### config.mk
export PLATFORM = sky130hd
export DESIGN_NAME = uart_data_sequencer_flat
export DESIGN_NICKNAME = d
export VERILOG_FILES = /design/src/rtl/uart_data_sequencer_if.sv /design/src/rtl/uart_data_sequencer.sv /design/src/flat_wrapper.sv
export SDC_FILE = /design/constraint.sdc
export NUM_CORES = 1
export LEC_CHECK = 0
export CAP_MARGIN = 40
export CORE_MARGIN = 3
export CORE_UTILIZATION = 25
export DETAILED_ROUTE_END_ITERATION = 8
export MAX_ROUTING_LAYER = met4
export PLACE_DENSITY = 0.5
export SYNTH_ARGS = -nofsm -noshare
export SYNTH_HDL_FRONTEND = slang
export SYNTH_SLANG_ARGS = --single-unit
### constraint.sdc
create_clock -name clk -period 6.6 [get_ports clk]
set_clock_uncertainty 0.15 [all_clocks]
set_input_delay 0.66 -clock clk [delete_from_list [all_inputs] [get_ports clk]]
set_output_delay 0.66 -clock clk [all_outputs]
set_load 0.03 [all_outputs]
### src/rtl/uart_data_sequencer_if.sv
// rtl/uart_data_sequencer_if.sv - UART FIFO / algorithm-core signal bundle for the data sequencer
interface uart_data_sequencer_if;
    logic        en;
    logic        clr;
    logic        err_clr;
    logic        rx_fifo_empty;
    logic [7:0]  rx_fifo_rdata;
    logic        rx_fifo_rd;
    logic        tx_fifo_full;
    logic [7:0]  tx_fifo_wdata;
    logic        tx_fifo_wr;
    logic [10:0] din;
    logic        din_vld;
    logic [18:0] dout;
    logic        dout_vld;
    logic        busy;
    logic        rx_timeout_err;
    logic        tx_overrun_err;

    // Sequencer side
    modport master (
        input  en, clr, err_clr,
        input  rx_fifo_empty, rx_fifo_rdata,
        output rx_fifo_rd,
        input  tx_fifo_full,
        output tx_fifo_wdata, tx_fifo_wr,
        output din, din_vld,
        input  dout, dout_vld,
        output busy, rx_timeout_err, tx_overrun_err
    );

    // FIFO / core / register side
    modport slave (
        output en, clr, err_clr,
        output rx_fifo_empty, rx_fifo_rdata,
        input  rx_fifo_rd,
        output tx_fifo_full,
        input  tx_fifo_wdata, tx_fifo_wr,
        input  din, din_vld,
        output dout, dout_vld,
        input  busy, rx_timeout_err, tx_overrun_err
    );
endinterface

### src/rtl/uart_data_sequencer.sv
// rtl/uart_data_sequencer.sv - packs RX bytes into 11-bit samples and splits 19-bit results into TX bytes
module uart_data_sequencer #(
    parameter int RX_TIMEOUT = 50000
) (
    input  logic                  clk,
    input  logic                  rst_n,
    uart_data_sequencer_if.master bus
);
    // Counter only needs to reach RX_TIMEOUT-1
    localparam int CW = (RX_TIMEOUT > 2) ? $clog2(RX_TIMEOUT) : 1;
    localparam logic [CW-1:0] CNT_LAST = CW'(RX_TIMEOUT - 1);

    typedef enum logic {
        RX_LOW,
        RX_HIGH
    } rx_state_t;

    typedef enum logic [1:0] {
        TX_IDLE,
        TX_L,
        TX_M,
        TX_H
    } tx_state_t;

    rx_state_t      rx_state;
    logic [7:0]     low_byte;
    logic [CW-1:0]  cnt;

    tx_state_t      tx_state;
    logic [18:0]    sr;
    logic [18:0]    pend;
    logic           pend_vld;

    logic           rx_pop;
    logic           rx_to_evt;
    logic           tx_wr;
    logic           tx_done;
    logic           pend_take;
    logic           take_direct;
    logic           take_pend;
    logic           overrun_evt;

    // Pop whenever enabled and a byte is present; clr blocks the pop so no byte is lost
    assign rx_pop = bus.en & ~bus.rx_fifo_empty & ~bus.clr;
    assign bus.rx_fifo_rd = rx_pop;

    // Low byte waited too long: only counts while enabled and no high byte arrives
    assign rx_to_evt = (rx_state == RX_HIGH) & bus.en & ~rx_pop & (cnt == CNT_LAST);

    // TX push when a frame is in flight and the FIFO has room; clr suppresses it
    assign tx_wr = (tx_state != TX_IDLE) & ~bus.tx_fifo_full & ~bus.clr;
    assign bus.tx_fifo_wr = tx_wr;

    // Last byte of the current frame leaves this cycle
    assign tx_done = tx_wr & (tx_state == TX_H);

    // Pending result moves into the shift register this cycle
    assign pend_take = pend_vld & (tx_done | (tx_state == TX_IDLE));

    // Result classification: straight into sr, into pending, or dropped
    assign take_direct = bus.dout_vld & (tx_state == TX_IDLE) & ~pend_vld;
    assign take_pend   = bus.dout_vld & ~take_direct & (~pend_vld | pend_take);
    assign overrun_evt = bus.dout_vld & ~take_direct & ~take_pend;

    assign bus.busy = (rx_state == RX_HIGH) | (tx_state != TX_IDLE) | pend_vld;

    // Byte mux for the TX FIFO, zero whenever nothing is pushed
    always_comb begin
        bus.tx_fifo_wdata = 8'h00;
        if (tx_wr) begin
            case (tx_state)
                TX_L:    bus.tx_fifo_wdata = sr[7:0];
                TX_M:    bus.tx_fifo_wdata = sr[15:8];
                TX_H:    bus.tx_fifo_wdata = {5'b0, sr[18:16]};
                default: bus.tx_fifo_wdata = 8'h00;
            endcase
        end
    end

    // RX FSM: pair low/high bytes into a sample, discard a stale low byte on timeout
    always_ff @(posedge clk or negedge rst_n) begin
        if (!rst_n) begin
            rx_state           <= RX_LOW;
            low_byte           <= 8'h00;
            cnt                <= '0;
            bus.din            <= 11'h000;
            bus.din_vld        <= 1'b0;
            bus.rx_timeout_err <= 1'b0;
        end else if (bus.clr) begin
            rx_state           <= RX_LOW;
            low_byte           <= 8'h00;
            cnt                <= '0;
            bus.din            <= 11'h000;
            bus.din_vld        <= 1'b0;
            bus.rx_timeout_err <= 1'b0;
        end else begin
            bus.din_vld        <= 1'b0;
            bus.rx_timeout_err <= rx_to_evt | (bus.rx_timeout_err & ~bus.err_clr);
            case (rx_state)
                RX_LOW: begin
                    if (rx_pop) begin
                        low_byte <= bus.rx_fifo_rdata;
                        cnt      <= '0;
                        rx_state <= RX_HIGH;
                    end
                end
                RX_HIGH: begin
                    if (rx_pop) begin
                        // Only the low three bits of the high byte are meaningful
                        bus.din     <= {bus.rx_fifo_rdata[2:0], low_byte};
                        bus.din_vld <= 1'b1;
                        rx_state    <= RX_LOW;
                    end else if (rx_to_evt) begin
                        low_byte <= 8'h00;
                        rx_state <= RX_LOW;
                    end else if (bus.en) begin
                        cnt <= cnt + 1'b1;
                    end
                end
                default: rx_state <= RX_LOW;
            endcase
        end
    end

    // TX FSM: shift out sr as three bytes, with one result of look-ahead in pend
    always_ff @(posedge clk or negedge rst_n) begin
        if (!rst_n) begin
            tx_state           <= TX_IDLE;
            sr                 <= 19'h00000;
            pend               <= 19'h00000;
            pend_vld           <= 1'b0;
            bus.tx_overrun_err <= 1'b0;
        end else if (bus.clr) begin
            tx_state           <= TX_IDLE;
            sr                 <= 19'h00000;
            pend               <= 19'h00000;
            pend_vld           <= 1'b0;
            bus.tx_overrun_err <= 1'b0;
        end else begin
            bus.tx_overrun_err <= overrun_evt | (bus.tx_overrun_err & ~bus.err_clr);

            case (tx_state)
                TX_IDLE: begin
                    if (take_direct) begin
                        sr       <= bus.dout;
                        tx_state <= TX_L;
                    end else if (pend_vld) begin
                        sr       <= pend;
                        tx_state <= TX_L;
                    end
                end
                TX_L: if (tx_wr) tx_state <= TX_M;
                TX_M: if (tx_wr) tx_state <= TX_H;
                TX_H: begin
                    if (tx_wr) begin
                        if (pend_vld) begin
                            sr       <= pend;
                            tx_state <= TX_L;
                        end else begin
                            tx_state <= TX_IDLE;
                        end
                    end
                end
                default: tx_state <= TX_IDLE;
            endcase

            // A new result may refill pending in the same cycle it drains
            if (take_pend) begin
                pend     <= bus.dout;
                pend_vld <= 1'b1;
            end else if (pend_take) begin
                pend_vld <= 1'b0;
            end
        end
    end
endmodule

### src/flat_wrapper.sv
// flat-port wrapper written by rule: the top's interface ports become plain ports
module uart_data_sequencer_flat 
#(
    parameter int RX_TIMEOUT = 50000
)
  (clk, rst_n, bus_en, bus_clr, bus_err_clr, bus_rx_fifo_empty, bus_rx_fifo_rdata, bus_rx_fifo_rd, bus_tx_fifo_full, bus_tx_fifo_wdata, bus_tx_fifo_wr, bus_din, bus_din_vld, bus_dout, bus_dout_vld, bus_busy, bus_rx_timeout_err, bus_tx_overrun_err);
  uart_data_sequencer_if bus_i ();
  input  logic clk;
  input  logic rst_n;
  input wire logic [$bits(bus_i.en)-1:0] bus_en;
  input wire logic [$bits(bus_i.clr)-1:0] bus_clr;
  input wire logic [$bits(bus_i.err_clr)-1:0] bus_err_clr;
  input wire logic [$bits(bus_i.rx_fifo_empty)-1:0] bus_rx_fifo_empty;
  input wire logic [$bits(bus_i.rx_fifo_rdata)-1:0] bus_rx_fifo_rdata;
  output wire logic [$bits(bus_i.rx_fifo_rd)-1:0] bus_rx_fifo_rd;
  input wire logic [$bits(bus_i.tx_fifo_full)-1:0] bus_tx_fifo_full;
  output wire logic [$bits(bus_i.tx_fifo_wdata)-1:0] bus_tx_fifo_wdata;
  output wire logic [$bits(bus_i.tx_fifo_wr)-1:0] bus_tx_fifo_wr;
  output wire logic [$bits(bus_i.din)-1:0] bus_din;
  output wire logic [$bits(bus_i.din_vld)-1:0] bus_din_vld;
  input wire logic [$bits(bus_i.dout)-1:0] bus_dout;
  input wire logic [$bits(bus_i.dout_vld)-1:0] bus_dout_vld;
  output wire logic [$bits(bus_i.busy)-1:0] bus_busy;
  output wire logic [$bits(bus_i.rx_timeout_err)-1:0] bus_rx_timeout_err;
  output wire logic [$bits(bus_i.tx_overrun_err)-1:0] bus_tx_overrun_err;
  assign bus_i.en = bus_en;
  assign bus_i.clr = bus_clr;
  assign bus_i.err_clr = bus_err_clr;
  assign bus_i.rx_fifo_empty = bus_rx_fifo_empty;
  assign bus_i.rx_fifo_rdata = bus_rx_fifo_rdata;
  assign bus_rx_fifo_rd = bus_i.rx_fifo_rd;
  assign bus_i.tx_fifo_full = bus_tx_fifo_full;
  assign bus_tx_fifo_wdata = bus_i.tx_fifo_wdata;
  assign bus_tx_fifo_wr = bus_i.tx_fifo_wr;
  assign bus_din = bus_i.din;
  assign bus_din_vld = bus_i.din_vld;
  assign bus_i.dout = bus_dout;
  assign bus_i.dout_vld = bus_dout_vld;
  assign bus_busy = bus_i.busy;
  assign bus_rx_timeout_err = bus_i.rx_timeout_err;
  assign bus_tx_overrun_err = bus_i.tx_overrun_err;
  uart_data_sequencer #(.RX_TIMEOUT(RX_TIMEOUT)) u_core (.clk(clk), .rst_n(rst_n), .bus(bus_i));
endmodule
Word level (Yosys, flattened, before mapping)
Index checks and enable logic that the tools add are counted.
Storage, ports and cells
  bits in registers: 80
  output and inout port bits: 25
  logic and storage cells: 111
Cells by class
  add/subtract/negate cells: 1
  eq/ne operators: 13
  mux-type cells: 43
  bitwise operators: 31
  reduce and logical (&&, ||, !) cells: 12
Operators by type and width (number)
  $mux W19: 6
  $mux W16: 5
  $mux W8: 5
  $pmux W19 S2: 1
  $mux W11: 3
  $pmux W16 S2: 1
  $pmux W8 S3: 1
  $add A16 B1 Y16 const B: 1
  $and A1 B1 Y1: 16
  $eq A16 B16 Y1 const B: 1
  $pmux W8 S2: 1
  $mux W1: 12
  $mux W2: 6
  $ne A3 B2 Y1 const B: 4
  $ne A3 B3 Y1 const B: 4
  $not A1 Y1: 9
  $pmux W2 S4: 1
  $reduce_and A4 Y1: 2
  $reduce_bool A2 Y1: 4
  $or A1 B1 Y1: 6
  $reduce_bool A3 Y1: 2
  $eq A2 B2 Y1 const B: 2
  $ne A4 B2 Y1 const B: 1
  $reduce_and A2 Y1: 2
  other kinds (4): 4

Logic depth before layout (Yosys ltp)
  depth after elaboration: 12
  depth in mapped cells: 8

Least setup slack after synthesis
OpenSTA, ideal clock, no wires.
  path kind: input-to-reg
  start: in bus_clr
  end: reg u_core.cnt[2]
  arrival: 2.422 ns
  required time: 6.325 ns
  setup slack: 3.903 ns
  stages: 5
  cell sequence: buf_4 -> nor3b_1 -> nor4_1 -> a21oi_1 -> mux2_2
Between the ends
  word-level cells in the longest chain between the ends: 7
  elaborated cells between the ends (all ways): 11
  those cells by class: eq/ne (4); mux (1); bitwise (5); reduce/logical (1)
RTL lines
  from (decl): RTL line flat_wrapper.sv:11  | input wire logic [$bits(bus_i.clr)-1:0] bus_clr;
  $not A1 Y1 *: RTL line uart_data_sequencer.sv:44  | assign rx_pop = bus.en & ~bus.rx_fifo_empty & ~bus.clr;
  $and A1 B1 Y1 *: RTL line uart_data_sequencer.sv:44
  via bus_rx_fifo_rd: RTL line flat_wrapper.sv:15  | output wire logic [$bits(bus_i.rx_fifo_rd)-1:0] bus_rx_fifo_rd;
  $not A1 Y1: RTL line uart_data_sequencer.sv:48  | assign rx_to_evt = (rx_state == RX_HIGH) & bus.en & ~rx_pop & (cnt == CNT_LAST);
  $and A1 B1 Y1 (2 in series): RTL line uart_data_sequencer.sv:48
  $ne A3 B3 Y1 (no line)
  $reduce_and A4 Y1 (no line) *
  to (signal assigned): RTL line uart_data_sequencer.sv:117  | cnt <= cnt + 1'b1;
  to (decl): RTL line uart_data_sequencer.sv:27  | logic [CW-1:0] cnt;
Mark *: on every way through the listed nets, which the timed path passes. The rest lies on a longest branch.
A chain may end at the register's enable or synchronous reset.

Worst setup path after layout
  start: in bus_clr
  end: out bus_tx_fifo_wdata[7]
Between the ends
  word-level cells in the longest chain between the ends: 3
RTL lines
  $not A1 Y1: RTL line uart_data_sequencer.sv:51  | assign tx_wr = (tx_state != TX_IDLE) & ~bus.tx_fifo_full & ~bus.clr;
  $and A1 B1 Y1: RTL line uart_data_sequencer.sv:51
  $mux W8: RTL line uart_data_sequencer.sv:70  | if (tx_wr) begin
  to (decl): RTL line flat_wrapper.sv:17  | output wire logic [$bits(bus_i.tx_fifo_wdata)-1:0] bus_tx_fifo_wdata;
No other way between the ends.

==> impl_metrics.tcl <==
set metrics [dict create \
    status "finished clean" \
    crit_path_top_delay_cell "clkdlybuf4s50_1" \
    hpwl_um 7540 \
    cp_common_cell "clkdlybuf4s50_1" \
    cts_tree "yes" \
    min_period_ps 3630 \
    drive_gt1_frac 0.0885 \
    end_kind "primary output" \
    drc 0 \
    clockBufferDepth 2 \
    synth_edf_count 0 \
    ant_nets 0 \
    post-place-cells 686 \
    grtUsageTotal 0.130 \
    worstPathArrival_ps 2820 \
    ys_ff_latch 80 \
    cts_setup_buffers 0 \
    grt_busiest_layer "met2" \
    critPathRequiredTime_ps 5790 \
    wl_per_cell_um 15.9 \
    critPathLaunch "bus_clr" \
    yosys_warnings 0 \
    finalNonFillerCells 702 \
    start_util 0.257 \
    leakage_nw 2.22 \
    drt_iter0_markers 218 \
    p_int_mw 1.13 \
    dr.pass1.iters 4 \
    tightest_slew_ps 828 \
    final_util 0.329 \
    powerDensity_nw_per_um2 319 \
    met2_usage 0.197 \
    totalWireLength_um 11100 \
    rsz0062_at_grt "false" \
    critPathLaunchType "input pin" \
    hold_class "in2async" \
    synth_top_area_cell "dfrtp_1" \
    via_per_inst 4.94 \
    max_stage_delay_ps 690 \
    worst-setup-path-type "in2out" \
    die_x_um 134 \
    async_flop_share 1.00 \
    route.vias.total 3466 \
    synthCells 431 \
    seq_area_frac_synth 0.487 \
    synth_top_area_frac 0.487 \
    p_sw_frac 0.329 \
    cts-resized-gates 0 \
    pwr-share-comb 0.296 \
    synth_area_per_cell_um2 9.53 \
    p_seq_frac 0.369 \
    synth-main-ff-cell "dfrtp_1" \
    setup_violations 0 \
    clock.fmax_mhz 275 \
    core_area_um2 16000 \
    synth_fp_nets 471 \
    grt_pass1_vias 3413 \
    ir_drop_v 0.000143 \
    netlist_top_cells_count "80 x dfrtp_1, 55 x nor2_1, 49 x nand2_1" \
    cts.clk_slew.worst_paths_ps 60 \
    period_share 0.551 \
    hold_violations 0 \
    synth.most_common_cell "dfrtp_1" \
    numCtsBuffers 9 \
    slew_headroom 0.446 \
    reg2reg_depth 6 \
    nets 521 \
    clk_latency_ps 330 \
    grt_pass1_wl_um 18600 \
    use_met3 0.0330 \
    area_growth_syn_to_layout_pct 28.3 \
    rr_startpoint "u_core.tx_state[1]" \
    path_cells "clkdlybuf4s50_1, buf_4, or3_1, nor2_1, clkdlybuf4s50_1" \
    p_clk_frac 0.335 \
    htreeDepth 3 \
    die_area_um2 18000 \
    drv_cap 0 \
    cts.sinks 80 \
    netlist_top_cells_area "dfrtp_1 49%, mux2i_1 9.7%, nor2_1 5.0%, nand2_1 4.5%, a21oi_1 4.3%" \
    met1_usage 0.178 \
    overflow 0 \
    p_sw_mw 0.552 \
    synth_area_um2 4110 \
    gp_congestion 0.772 \
    yosysUniqueCellTypes 54 \
    ioPinCount 60 \
    cts_root_buffer "clkbuf_16" \
    fp-row-count 46 \
    grt_max_degree 53 \
    fin_tns_setup_ps 0 \
    antenna_found_initial 0 \
    maxSlewViolCount 0 \
    hold_buffers 0 \
    path_max_fanout 39 \
    die_y_um 134 \
    port_buffers 59 \
    diodes 0 \
]
sequential cells by signal (all words and copies together), names as in the netlist:
name	count
u_core.pend	19
u_core.sr	19
u_core.cnt	16
u_core.bus.din	11
u_core.low_byte	8
u_core.tx_state	2
u_core.bus.din_vld	1
u_core.bus.rx_timeout_err	1
u_core.bus.tx_overrun_err	1
u_core.pend_vld	1
u_core.rx_state	1
layout by cell type (no fill, tap or decap), types with 3 or more instances in the layout:
| cell type | n |
|---|---|
| bufinv_16 | 3 |
| nor2_1 | 55 |
| nor2b_1 | 4 |
| mux2i_1 | 40 |
| o21ai_0 | 28 |
| o31ai_1 | 3 |
| nor3b_1 | 3 |
| o211ai_1 | 3 |
| a222oi_1 | 3 |
| inv_1 | 8 |
| dfrtp_1 | 80 |
| nand2b_1 | 6 |
| clkdlybuf4s50_1 | 58 |
| clkbuf_16 | 9 |
| or2_2 | 5 |
| a22oi_1 | 6 |
| o311ai_0 | 5 |
| nand2_1 | 49 |
| nand3_1 | 3 |
| a22o_1 | 11 |
| or4_1 | 7 |
| a21oi_1 | 35 |
| ha_1 | 5 |
| or3_1 | 3 |
| buf_4 | 9 |
worst max-delay path, delay by kind of cell:
family / cells / cell delay [ps]
buffers and inverters: 3 / 1360
AND/OR/NAND/NOR: 2 / 790
metrics by stage:
step | hold WS, ps | worst slack, ps | power [mW] | instance area (µm²)
after global routing | 104 | 2850 | 1.78 | 5270
after global placement | 330 | 3030 | 1.11 | 4910
after CTS | 93.6 | 2980 | 1.70 | 5270
after floorplan | 214 | 3900 | 0.954 | 4110
after detailed placement | 338 | 2990 | 1.13 | 4930
final | 82.4 | 2970 | 1.68 | 5270
cells by family after synthesis:
| group | after synthesis | share of synthesized area |
|---|---|---|
| buf+inv | 38 | 0.0371 |
| mux | 42 | 0.103 |
| flops | 80 | 0.487 |
| simple gates | 154 | 0.182 |
| compound gates | 111 | 0.174 |
| xor+xnor | 1 | 0.00213 |
| fa+ha+maj | 5 | 0.0152 |
layout make-up:
type | instances | area [µm²]
well taps | 216 | 270
flip-flops and latches | 80 | 2000
multi-input cells | 313 | 1970
clock buffers | 10 | 229
inverters | 9 | 33.8
repair buffers | 68 | 653
fillers | 1680 | 10700
clock inverters | 6 | 108
power by group through the flow:
stage | logic [mW] | clock network [mW] | registers, mW
2_1_floorplan | 0.345 | 0 | 0.608
3_3_place_gp | 0.487 | 0 | 0.625
3_5_place_dp | 0.499 | 0 | 0.629
4_1_cts | 0.501 | 0.578 | 0.621
5_1_grt | 0.548 | 0.601 | 0.629
6_report | 0.497 | 0.564 | 0.620
per-layer routing:
metal  up-vias  part of all wire
li1       1646                 -
met1      1714              0.47
met2        94              0.47
met3        12             0.056
met4         0            0.0085
met5         -                 0
path summary, 6_finish.rpt:
path                            slack, ps                   end
worst max-delay path                 2970  bus_tx_fifo_wdata[7]
worst min-delay path                   80        u_core.cnt[11]
worst max register to register       4140         u_core.sr[13]
worst min register to register        350     u_core.bus.din[1]
max in group asynchronous            5190        u_core.pend[5]
min in group clk                      350     u_core.bus.din[1]
Note: power is estimated with default switching activity, not from simulation.
